File: config.mk
export PLATFORM = sky130hd
export DESIGN_NAME = wishbone_idbus_arbiter
export DESIGN_NICKNAME = d
export VERILOG_FILES = /design/src/rtl/cva5_types.sv /design/src/rtl/wishbone_watchdog.sv /design/src/rtl/wishbone_idbus_arbiter.sv
export SDC_FILE = /design/constraint.sdc
export NUM_CORES = 1
export LEC_CHECK = 0
export CORE_AREA = 2 2 126 128
export DETAILED_ROUTE_END_ITERATION = 7
export DIE_AREA = 0 0 128 130
export HOLD_SLACK_MARGIN = 0.03
export PLACE_DENSITY = 0.57
export SLEW_MARGIN = 20
export SYNTH_ARGS = -nofsm -noshare
export SYNTH_HDL_FRONTEND = slang
export SYNTH_SLANG_ARGS = --single-unit
File: constraint.sdc
create_clock -name clk -period 3.35 [get_ports clk]
set_input_delay 0.67 -clock clk [delete_from_list [all_inputs] [get_ports clk]]
set_output_delay 0.67 -clock clk [all_outputs]
set_load 0.02 [all_outputs]
File: src/rtl/cva5_types.sv
// Shared types for the CVA5 LiteX Wishbone glue.
// Latency: n/a (types and constants only).
// Backpressure: n/a.
package cva5_types;

  // Arbiter phases: free, owned by a master, watchdog abort, waiting for the owner to drop cyc.
  typedef enum logic [1:0] {
    IDLE  = 2'd0,
    BUSY  = 2'd1,
    ABORT = 2'd2,
    DRAIN = 2'd3
  } arb_state_t;

  localparam logic WB_MASTER_I = 1'b0;
  localparam logic WB_MASTER_D = 1'b1;

endpackage

File: src/rtl/wishbone_watchdog.sv
// Slave-response watchdog: counts stalled strobe cycles and flags expiry.
// Latency: o_expire is combinational from i_en and the registered count.
// Backpressure: none; i_clr wins over i_en, count saturates instead of wrapping.
// Ports: i_clk, i_rst (sync, active-high), i_en (stalled cycle), i_clr (restart count), o_expire.
module wishbone_watchdog #(
  parameter int TIMEOUT_CYCLES = 1024
) (
  input  logic i_clk,
  input  logic i_rst,
  input  logic i_en,
  input  logic i_clr,
  output logic o_expire
);

  // A zero limit still needs a one-bit register to keep the port logic legal.
  localparam int CW = (TIMEOUT_CYCLES > 0) ? $clog2(TIMEOUT_CYCLES + 1) : 1;
  localparam bit ENABLED = (TIMEOUT_CYCLES > 0);
  localparam logic [CW-1:0] LAST = ENABLED ? CW'(TIMEOUT_CYCLES - 1) : '0;

  logic [CW-1:0] r_count;

  always_ff @(posedge i_clk) begin
    if (i_rst || i_clr || !ENABLED) begin
      r_count <= '0;
    end else if (i_en && (r_count != {CW{1'b1}})) begin
      r_count <= r_count + 1'b1;
    end
  end

  // Expiry fires on the stalled cycle that would be the TIMEOUT_CYCLES-th in a row.
  assign o_expire = ENABLED && i_en && (r_count == LAST);

endmodule

File: src/rtl/wishbone_idbus_arbiter.sv
// Round-robin two-master (ibus, dbus) to one-slave (idbus) Wishbone B4 classic arbiter.
// Latency: one cycle from request in IDLE to idbus; response path combinational.
// Backpressure: grant held for the whole cyc envelope; loser sees no ack/err until it wins.
// Ports: clk/rst; ibus_* and dbus_* master sides; idbus_* shared slave side;
//        timeout_pulse/timeout_master report watchdog aborts.
module wishbone_idbus_arbiter
  import cva5_types::*;
#(
  parameter int   TIMEOUT_CYCLES   = 1024,
  parameter logic RESET_LAST_GRANT = 1'b1
) (
  input  logic        clk,
  input  logic        rst,
  input  logic [29:0] ibus_adr,
  input  logic [31:0] ibus_dat_w,
  input  logic [3:0]  ibus_sel,
  input  logic        ibus_cyc,
  input  logic        ibus_stb,
  input  logic        ibus_we,
  input  logic [2:0]  ibus_cti,
  input  logic [1:0]  ibus_bte,
  output logic [31:0] ibus_dat_r,
  output logic        ibus_ack,
  output logic        ibus_err,
  input  logic [29:0] dbus_adr,
  input  logic [31:0] dbus_dat_w,
  input  logic [3:0]  dbus_sel,
  input  logic        dbus_cyc,
  input  logic        dbus_stb,
  input  logic        dbus_we,
  input  logic [2:0]  dbus_cti,
  input  logic [1:0]  dbus_bte,
  output logic [31:0] dbus_dat_r,
  output logic        dbus_ack,
  output logic        dbus_err,
  output logic [29:0] idbus_adr,
  output logic [31:0] idbus_dat_w,
  output logic [3:0]  idbus_sel,
  output logic        idbus_cyc,
  output logic        idbus_stb,
  output logic        idbus_we,
  output logic [2:0]  idbus_cti,
  output logic [1:0]  idbus_bte,
  input  logic [31:0] idbus_dat_r,
  input  logic        idbus_ack,
  input  logic        idbus_err,
  output logic        timeout_pulse,
  output logic        timeout_master
);

  arb_state_t r_state, w_next_state;
  logic       r_grant, w_next_grant;
  logic       r_last_grant, w_next_last_grant;
  logic       r_timeout_master;

  logic w_req_i, w_req_d;
  logic w_own_cyc, w_own_stb;
  logic w_wd_en, w_wd_expire;

  assign w_req_i   = ibus_cyc & ibus_stb;
  assign w_req_d   = dbus_cyc & dbus_stb;
  assign w_own_cyc = (r_grant == WB_MASTER_D) ? dbus_cyc : ibus_cyc;
  assign w_own_stb = (r_grant == WB_MASTER_D) ? dbus_stb : ibus_stb;

  // Only an unanswered strobe in BUSY counts as a stall; anything else restarts the count.
  assign w_wd_en = (r_state == BUSY) && w_own_stb && !idbus_ack && !idbus_err;

  wishbone_watchdog #(
    .TIMEOUT_CYCLES(TIMEOUT_CYCLES)
  ) u_watchdog (
    .i_clk    (clk),
    .i_rst    (rst),
    .i_en     (w_wd_en),
    .i_clr    (!w_wd_en),
    .o_expire (w_wd_expire)
  );

  always_ff @(posedge clk) begin
    if (rst) begin
      r_state          <= IDLE;
      r_grant          <= WB_MASTER_I;
      r_last_grant     <= RESET_LAST_GRANT;
      r_timeout_master <= 1'b0;
    end else begin
      r_state      <= w_next_state;
      r_grant      <= w_next_grant;
      r_last_grant <= w_next_last_grant;
      // Captured on entry to ABORT so it is already valid alongside timeout_pulse.
      if (r_state == BUSY && w_next_state == ABORT) begin
        r_timeout_master <= r_grant;
      end
    end
  end

  assign timeout_master = r_timeout_master;

  always_comb begin
    w_next_state      = r_state;
    w_next_grant      = r_grant;
    w_next_last_grant = r_last_grant;
    idbus_adr         = '0;
    idbus_dat_w       = '0;
    idbus_sel         = '0;
    idbus_cyc         = 1'b0;
    idbus_stb         = 1'b0;
    idbus_we          = 1'b0;
    idbus_cti         = '0;
    idbus_bte         = '0;
    ibus_dat_r        = '0;
    ibus_ack          = 1'b0;
    ibus_err          = 1'b0;
    dbus_dat_r        = '0;
    dbus_ack          = 1'b0;
    dbus_err          = 1'b0;
    timeout_pulse     = 1'b0;

    case (r_state)
      IDLE: begin
        if (w_req_i && w_req_d) begin
          w_next_grant = ~r_last_grant;
          w_next_state = BUSY;
        end else if (w_req_i) begin
          w_next_grant = WB_MASTER_I;
          w_next_state = BUSY;
        end else if (w_req_d) begin
          w_next_grant = WB_MASTER_D;
          w_next_state = BUSY;
        end
      end

      BUSY: begin
        if (r_grant == WB_MASTER_D) begin
          idbus_adr   = dbus_adr;
          idbus_dat_w = dbus_dat_w;
          idbus_sel   = dbus_sel;
          idbus_cyc   = dbus_cyc;
          idbus_stb   = dbus_stb;
          idbus_we    = dbus_we;
          idbus_cti   = dbus_cti;
          idbus_bte   = dbus_bte;
          dbus_dat_r  = idbus_dat_r;
          dbus_ack    = idbus_ack;
          dbus_err    = idbus_err;
        end else begin
          idbus_adr   = ibus_adr;
          idbus_dat_w = ibus_dat_w;
          idbus_sel   = ibus_sel;
          idbus_cyc   = ibus_cyc;
          idbus_stb   = ibus_stb;
          idbus_we    = ibus_we;
          idbus_cti   = ibus_cti;
          idbus_bte   = ibus_bte;
          ibus_dat_r  = idbus_dat_r;
          ibus_ack    = idbus_ack;
          ibus_err    = idbus_err;
        end
        // Owner releasing the bus takes priority over a coincident watchdog expiry.
        if (!w_own_cyc) begin
          w_next_last_grant = r_grant;
          w_next_state      = IDLE;
        end else if (w_wd_expire) begin
          w_next_state = ABORT;
        end
      end

      ABORT: begin
        if (r_grant == WB_MASTER_D) begin
          dbus_err = 1'b1;
        end else begin
          ibus_err = 1'b1;
        end
        timeout_pulse = 1'b1;
        w_next_state  = DRAIN;
      end

      DRAIN: begin
        // Slave is disconnected here, so a late ack/err is simply dropped.
        if (!w_own_cyc) begin
          w_next_last_grant = r_grant;
          w_next_state      = IDLE;
        end
      end

      default: begin
        w_next_state = IDLE;
      end
    endcase
  end

endmodule

==> results of run 1 <==
[sequential cells by signal (all words and copies together) (netlist names)]
signal	flops
r_last_grant	1
timeout_master	1
r_state	2
r_grant	1
u_watchdog.r_count	11
[synthesized netlist by cell type, drive strengths merged]
library cell | number | area, sq um
a21o | 1 | 7.51
o2bb2ai | 1 | 8.76
nor2 | 87 | 327
and3b | 1 | 8.76
xnor2 | 1 | 8.76
nor3b | 2 | 15.0
nand2b | 3 | 18.8
a31oi | 1 | 6.26
and4 | 2 | 17.5
mux2i | 75 | 751
nor2b | 1 | 6.26
a21boi | 1 | 7.51
o311ai | 2 | 32.5
inv | 4 | 15.0
a21oi | 6 | 30.0
clkbuf | 19 | 71.3
and2 | 36 | 225
and3 | 35 | 219
nor4 | 1 | 21.3
or3 | 2 | 12.5
nand2 | 8 | 30.0
nand4 | 9 | 56.3
o21ai | 4 | 20.0
mux2 | 1 | 11.3
buf | 11 | 45.0
xor2 | 6 | 52.6
o22ai | 1 | 6.26
or4 | 1 | 11.3
ha | 6 | 75.1
dfxtp | 16 | 320
nand3 | 6 | 30.0
[report_power, final]
part | switching [W] | total [W] | internal [W]
combinational | 0.000999 | 0.00194 | 0.000946
sequential | 0.0000214 | 0.000223 | 0.000202
clock | 0.0000760 | 0.000257 | 0.000181
[logic make-up after synthesis]
family	share of synthesized area (%)
XOR/XNOR	2.48
buffers and inverters	5.32
AND/OR/NAND/NOR	40.5
flip-flops	13.0
multiplexers	30.9
AO/OA/AOI/OAI	4.82
adder cells (fa/ha/maj)	3.04
[per-stage QoR]
step | hold WS (ps) | setup slack, ps
3_3_place_gp | 465 | 458
4_1_cts | 469 | 313
5_1_grt | 499 | 199
2_1_floorplan | 440 | 1100
3_5_place_dp | 458 | 447
6_report | 471 | 324
[how the worst max path moves through the flow]
stage	cells after the start	start	to
2_1_floorplan	5	r_grant$_SDFFE_PP0P_	idbus_adr[10]
3_3_place_gp	4	idbus_err	ibus_err
3_5_place_dp	4	idbus_err	ibus_err
4_1_cts	6	r_state[1]$_SDFF_PP0_	idbus_adr[15]
5_1_grt	7	r_state[1]$_SDFF_PP0_	ibus_ack
6_report	6	r_state[1]$_SDFF_PP0_	idbus_adr[15]
[worst max-delay path, stage by stage, from the launching register on]
cell,delay [ps]
dfxtp_1,410
inv_1,130
ha_1,300
inv_2,100
buf_4,390
nor2_1,150
clkdlybuf4s50_1,580
[final cells by class]
| cell class | count | area [sq um] | share of cell area (%) |
|---|---|---|---|
| multi-input combinational | 300 | 2020 | 33.4 |
| timing repair buffer | 333 | 3340 | 55.5 |
| tap | 192 | 240 | 3.99 |
| clock buffer | 4 | 88.8 | 1.47 |
| sequential | 16 | 324 | 5.38 |
| inverter | 4 | 15.0 | 0.249 |
[per-layer routing]
metal | GRT usage (%) | routed length, um | vias up
li1 | - | - | 1818
met4 | 3.62 | 272 | 0
met1 | 15.4 | 4950 | 1573
met3 | 3.20 | 1160 | 18
met2 | 28.2 | 6630 | 219
met5 | 0 | 0 | -
==> results.toml, run 1 <==
[sta]
drv_slew = 0
tightest_slew_ps = 482
max_freq_ghz = 0.331
clock_skew_ps = 3.59
relSlewSlack_pct = 67.6
period_minus_slack_ps = 3030
hold_violations = 0
timing.final.crit_share_pct = 90.3
setup_tns_ps = 0
rsz0062_at_grt = "no"
setup_viol_count_final = 0

[routing]
vias = 3628
wirelength_um = 13000
drc = 0
drt-pass1-iter-count = 4
drt-wirelength-per-cell_um = 15.3
drtIter0Drc = 129
avgViaCountPerCell = 4.27
antenna_left = 0

[grt]
grt_first_pass_wirelength_um = 19100
overflow = 0
grt_max_degree = 62
grt_usage_pct = 14.3
grt_pass1_vias = 3526
grt_antenna_before_repair = 0

[layout]
nets = 848
final_common_cell = "clkdlybuf4s50_1"
antenna_cells = 0
final_cell_mix = "clkdlybuf4s50_1, nor2_1, mux2i_1"
fin_area_sq_um = 6030
final_util_pct = 39.1
area_delta_synth_final_pct = 144
layout-drive-gt1-share_pct = 2.59
stdcell_count = 849
nFillCells = 1563

[floorplanning]
io_pins = 328
die_y_um = 130
core_area_sq_um = 15400
initial_utilization_pct = 16.0
die_x_um = 128
rows = 46
dieArea_sq_um = 16600

[worst_setup_path]
worst_setup_path_start_kind = "register"
reg2reg_slack_ps = 840
end_kind = "output port"
cp.required_ps = 2680
reg2reg_from = "r_state[1]$_SDFF_PP0_"
criticalPathCategory = "register to output port"
reg2reg_depth = 8
rr_endpoint = "timeout_master$_SDFFE_PP0P_"
critPathMaxFanout = 42
crit_arrival_ps = 2360

[run]
maxCapViolCount = 0

[hold_path]
hold_path.startpoint = "r_last_grant$_SDFFE_PP1P_"
hold-path-endpoint = "r_last_grant$_SDFFE_PP1P_"
hp-class = "register to register"
holdPathStages = 2

[synthesis]
syn-cell-area_sq_um = 2470
netlist-cell-type-count = 34
synth_cells = 350
yosysWarnings = 0
syn_avg_cell_area_sq_um = 7.05
synth_nets = 540
synth_seq_cells = 16
ys_seq_area_share_pct = 13.0

[run_status]
outcome = "finished clean"

[clock_network]
root_buffer = "clkbuf_16"
cts_tree = "done"
htreeDepth = 1
cts_buffers = 3
post_cts_buffers = 0
clkTransAtPathRegs_ps = 50
hold_buffers = 0
clkSinkCount = 16
clk_path_buf_depth = 2
post_cts_resized = 0
insertion_delay_ps = 250

[placement]
hpwl_um = 11000
port_buffers = 327
gp_congestion = 0.866
placed_cells = 845
placed_cell_area_sq_um = 5940

[power_and_ir_drop]
p_leak_nw = 2.24
vdd_ir_drop_max_mv = 0.153
power_density_nw_per_um2 = 402
power_w = 0.00243
No activity file was read; power rests on OpenSTA's default activity.
==> run 2, diff against run 1 <==
==> constraint.sdc (replaced) <==
create_clock -name clk -period 3.35 [get_ports clk]
set_input_delay 0.335 -clock clk [delete_from_list [all_inputs] [get_ports clk]]
set_output_delay 0.335 -clock clk [all_outputs]
set_load 0.02 [all_outputs]
==> run 2 against run 1 <==
Global-route usage rose by 0.46 points. Register-to-register slack improved by 220 ps. Cell area fell by 0.37%. Worst hold slack improved by 6.0 ps. Critical path depth did not move. Die area did not move. Highest routed layer unchanged.
==> results.toml, run 2 (synthesis gave the netlist of run 1 again) <==
[sta]
setup_viol_count_final = 0
clock_skew_ps = 5.64
timing.final.crit_share_pct = 78.3
hold_violations = 0
tightest_slew_ps = 487
rsz0062_at_grt = "no"
setup_tns_ps = 0
relSlewSlack_pct = 67.5
period_minus_slack_ps = 2620
drv_slew = 0
max_freq_ghz = 0.381

[hold_path]
hp-class = "register to register"
hold_path.startpoint = "r_last_grant$_SDFFE_PP1P_"

[grt]
grt_max_degree = 75
grt_first_pass_wirelength_um = 19500
grt_usage_pct = 14.8
grt_pass1_vias = 3751
overflow = 0
grt_antenna_before_repair = 0

[clock_network]
post_cts_buffers = 0
cts_tree = "done"
insertion_delay_ps = 240
clk_path_buf_depth = 2
cts_buffers = 3
post_cts_resized = 0
htreeDepth = 1
clkTransAtPathRegs_ps = 50
root_buffer = "clkbuf_16"
clkSinkCount = 16
hold_buffers = 0

[routing]
drt-wirelength-per-cell_um = 15.6
vias = 3672
drtIter0Drc = 137
drc = 0
avgViaCountPerCell = 4.33
drt-pass1-iter-count = 4
wirelength_um = 13200
antenna_left = 0

[worst_setup_path]
rr_endpoint = "timeout_master$_SDFFE_PP0P_"
cp_slowest_cell = "clkdlybuf4s50_1"
worst_setup_path_start_kind = "register"
crit_arrival_ps = 2290
reg2reg_depth = 8
reg2reg_from = "r_state[1]$_SDFF_PP0_"
critPathMaxFanout = 39
cp.required_ps = 3010
path_delay_family = "buffers and inverters"
reg2reg_slack_ps = 1060
cpPeakStageDelay_ps = 650
critical_path.cell_chain = "inv_1 -> ha_1 -> buf_4 -> a21oi_1 -> nor3b_1 -> clkdlybuf4s50_1"
crit_start = "r_state[1]$_SDFF_PP0_"
cp.depth = 6
end_kind = "output port"
crit_end = "ibus_err"
criticalPathCategory = "register to output port"
cp_num_buf_inv = 3

[power_and_ir_drop]
intPower_w = 0.00130
combPwrFrac_pct = 81.1
power_w = 0.00239
pwr-share-clk_pct = 9.7
p_leak_nw = 2.23
power_density_nw_per_um2 = 398
p_sw_w = 0.00108
vdd_ir_drop_max_mv = 0.242
power_frac_seq_pct = 9.2
p_sw_share_pct = 45.4

[run_status]
outcome = "finished clean"

[layout]
final_common_cell = "clkdlybuf4s50_1"
final_cell_mix = "clkdlybuf4s50_1, nor2_1, mux2i_1"
top_register = "u_watchdog.r_count"
largest_reg_flops = 11
layout-drive-gt1-share_pct = 2.44
nets = 848
area_delta_synth_final_pct = 143
antenna_cells = 0
reg_top3 = "u_watchdog.r_count (11), r_state (2)"

[placement]
hpwl_um = 11300
port_buffers = 327
gp_congestion = 0.883

[floorplanning]
rows = 46
die_x_um = 128
dieArea_sq_um = 16600
initial_utilization_pct = 16.0
die_y_um = 130
io_pins = 328
core_area_sq_um = 15400

[run]
maxCapViolCount = 0
-- run 2: cell counts in the layout (fill, tap and decap cells not counted) --
Identical to the previous run, type by type.
-- run 2: worst min-delay path by stage --
stage / to / slack (ps) / cells after the start
floorplan: r_grant$_SDFFE_PP0P_ / 400 / 1
global placement: r_last_grant$_SDFFE_PP1P_ / 460 / 2
detailed placement: r_last_grant$_SDFFE_PP1P_ / 470 / 2
CTS: r_last_grant$_SDFFE_PP1P_ / 480 / 2
global route: r_last_grant$_SDFFE_PP1P_ / 520 / 2
finish: r_last_grant$_SDFFE_PP1P_ / 480 / 2
-- run 2: worst register-to-register path: stages, from the launching register on --
cell and delay (ps):
dfxtp_1 350, inv_1 150, ha_1 200, inv_2 50
buf_4 230, or4_4 600, o311ai_2 310, nand4_1 160
mux2i_1 140
-- run 2: per-stage QoR --
step           setup slack [ps]  instances  util (%)  hold WS (ps)  cell area (sq um)
5_1_grt                     620        849      38.9           515               6000
3_5_place_dp               1010        845      38.4           466               5930
2_1_floorplan              1410        350         -           404               2470
4_1_cts                     729        849      38.9           477               6000
6_report                    728        849      38.9           477               6000
3_3_place_gp               1060        845      38.4           465               5930
-- run 2: cell type report --
class	instances	area, sq um
multi-input combinational	300	2020
sequential	16	324
inverter	4	15.0
tap	192	240
fill	1561	9420
clock buffer	4	78.8
timing repair buffer	333	3330
-- run 2: power by group through the flow --
stage,combinational (W),clock (W),sequential (W)
CTS,0.00196,0.000241,0.000220
finish,0.00194,0.000233,0.000220
floorplan,0.000990,0,0.000213
global placement,0.00194,0,0.000223
detailed placement,0.00195,0,0.000224
global route,0.00207,0.000247,0.000222
-- run 2: per-layer routing --
metal	vias up	routed length [um]	track usage (%)
li1	1821	-	-
met1	1635	4700	14.5
met2	204	7120	30.7
met3	12	1230	4.14
met4	0	175	2.59
met5	-	0	0
==> run 3, diff against run 2 <==
Settings changed: CORE_AREA 2 2 126 128 to 2 2 127 129, DIE_AREA 0 0 128 130 to 0 0 129 131.
Clock period 3.35 ns to 2.7 ns, I/O delays scaled along.
==> run 3 against run 2 <==
Die area is 1.6% higher. Flip-flop and latch count did not move. Total power is 27% higher. Core utilization grew 0.099 points. Clock skew is 1.7 ps lower. Sequential share of layout area fell by 0.073 points. Largest cell class unchanged.
==> results.toml, run 3 (synthesis gave the netlist of run 1 again) <==
[layout]
nets = 851
final_common_cell = "clkdlybuf4s50_1"
final_cell_mix = "clkdlybuf4s50_1, nor2_1, mux2i_1"
largest_reg_flops = 11
top_register = "u_watchdog.r_count"
layout-drive-gt1-share_pct = 3.33
reg_top3 = "u_watchdog.r_count (11), r_state (2)"
area_delta_synth_final_pct = 147
antenna_cells = 0
nFillCells = 1572
final_util_pct = 39.0

[clock_network]
post_cts_buffers = 0
cts_tree = "done"
clkSinkCount = 16
post_cts_resized = 0
insertion_delay_ps = 250
htreeDepth = 1
cts_buffers = 3
clk_path_buf_depth = 2
hold_buffers = 0
root_buffer = "clkbuf_16"
clkTransAtPathRegs_ps = 50

[grt]
overflow = 0
grt_max_degree = 47
grt_pass1_vias = 3702
grt_first_pass_wirelength_um = 19800
grt_usage_pct = 14.7
grt_antenna_before_repair = 0

[sta]
clock_skew_ps = 3.97
setup_viol_count_final = 0
rsz0062_at_grt = "no"
hold_violations = 0
relSlewSlack_pct = 71.1
period_minus_slack_ps = 2520
tightest_slew_ps = 422
timing.final.crit_share_pct = 93.2
setup_tns_ps = 0
max_freq_ghz = 0.397
drv_slew = 0
fin_hold_ws_ps = 469

[worst_setup_path]
cp.required_ps = 2430
cp_slowest_cell = "clkdlybuf4s50_1"
critPathMaxFanout = 20
cp_num_buf_inv = 5
cpPeakStageDelay_ps = 550
criticalPathCategory = "register to output port"
crit_arrival_ps = 2250
critical_path.cell_chain = "inv_1 -> ha_1 -> inv_2 -> buf_4 -> buf_4 -> nor2_1 -> clkdlybuf4s50_1"
cp_common_cell = "buf_4"
path_delay_family = "buffers and inverters"
end_kind = "output port"
worst_setup_path_start_kind = "register"

[floorplanning]
die_x_um = 129
rows = 46
core_area_sq_um = 15600
io_pins = 328
die_y_um = 131
initial_utilization_pct = 15.8
dieArea_sq_um = 16900

[routing]
drt-pass1-iter-count = 4
antenna_left = 0
avgViaCountPerCell = 4.20
drc = 0
vias = 3683
drtIter0Drc = 55
wirelength_um = 13300
drt-wirelength-per-cell_um = 15.2

[power_and_ir_drop]
p_leak_nw = 2.26
vdd_ir_drop_max_mv = 0.260
power_density_nw_per_um2 = 500

[placement]
gp_congestion = 0.875
port_buffers = 327
hpwl_um = 11400

[run]
maxCapViolCount = 0

[run_status]
outcome = "finished clean"

[hold_path]
hp-class = "register to register"
## run 3: changes by cell type in the layout (fill, tap and decap cells not counted), sizes merged
cell           change
clkdlybuf4s50      -2
buf                +5
## run 3: final timing paths
kind / from / slack (ps) / to / cells past startpoint
setup reg to reg: r_state[1]$_SDFF_PP0_ / 470 / u_watchdog.r_count[5]$_SDFFE_PP0P_ / 8
hold / removal: r_last_grant$_SDFFE_PP1P_ / 470 / r_last_grant$_SDFFE_PP1P_ / 2
hold reg to reg: r_last_grant$_SDFFE_PP1P_ / 470 / r_last_grant$_SDFFE_PP1P_ / 2
setup / recovery: r_state[1]$_SDFF_PP0_ / 180 / idbus_bte[1] / 7
## run 3: metal layers
metal	GRT usage [%]	vias to the layer above	share of wire (%)	routed length (um)
met5	0	-	0	0
met4	2.75	0	1.4	181
met3	3.50	12	9.1	1210
met2	29.3	202	52	6960
met1	15.7	1642	37	4930
li1	-	1827	-	-
## run 3: worst reg2reg max path, stage by stage, from the launching register on
cell and delay, ps:
dfxtp_1 350, inv_1 150, ha_1 200, inv_2 100
buf_4 180, nor4_4 470, nand3_1 210, or3_1 360
a21oi_1 140
## run 3: cell type report
class | instances | area [sq um] | share of cell area (%)
tap | 216 | 270 | 4.44
multi-input combinational | 300 | 2020 | 33.1
inverter | 4 | 15.0 | 0.247
timing repair buffer | 336 | 3370 | 55.4
sequential | 16 | 324 | 5.32
clock buffer | 4 | 88.8 | 1.46
## run 3: metrics by stage
step | setup slack, ps | area (sq um) | std cells | power [W]
after floorplan | 759 | 2470 | 350 | 0.00149
after global placement | 515 | 6000 | 872 | 0.00272
after detailed placement | 456 | 6000 | 872 | 0.00274
after CTS | 172 | 6090 | 876 | 0.00308
after global routing | 18.2 | 6090 | 876 | 0.00323
final | 184 | 6090 | 876 | 0.00304
## run 3: power breakdown
part,switching (W),internal (W)
Sequential,0.0000297,0.000250
Clock,0.0000979,0.000225
Combinational,0.00124,0.00120
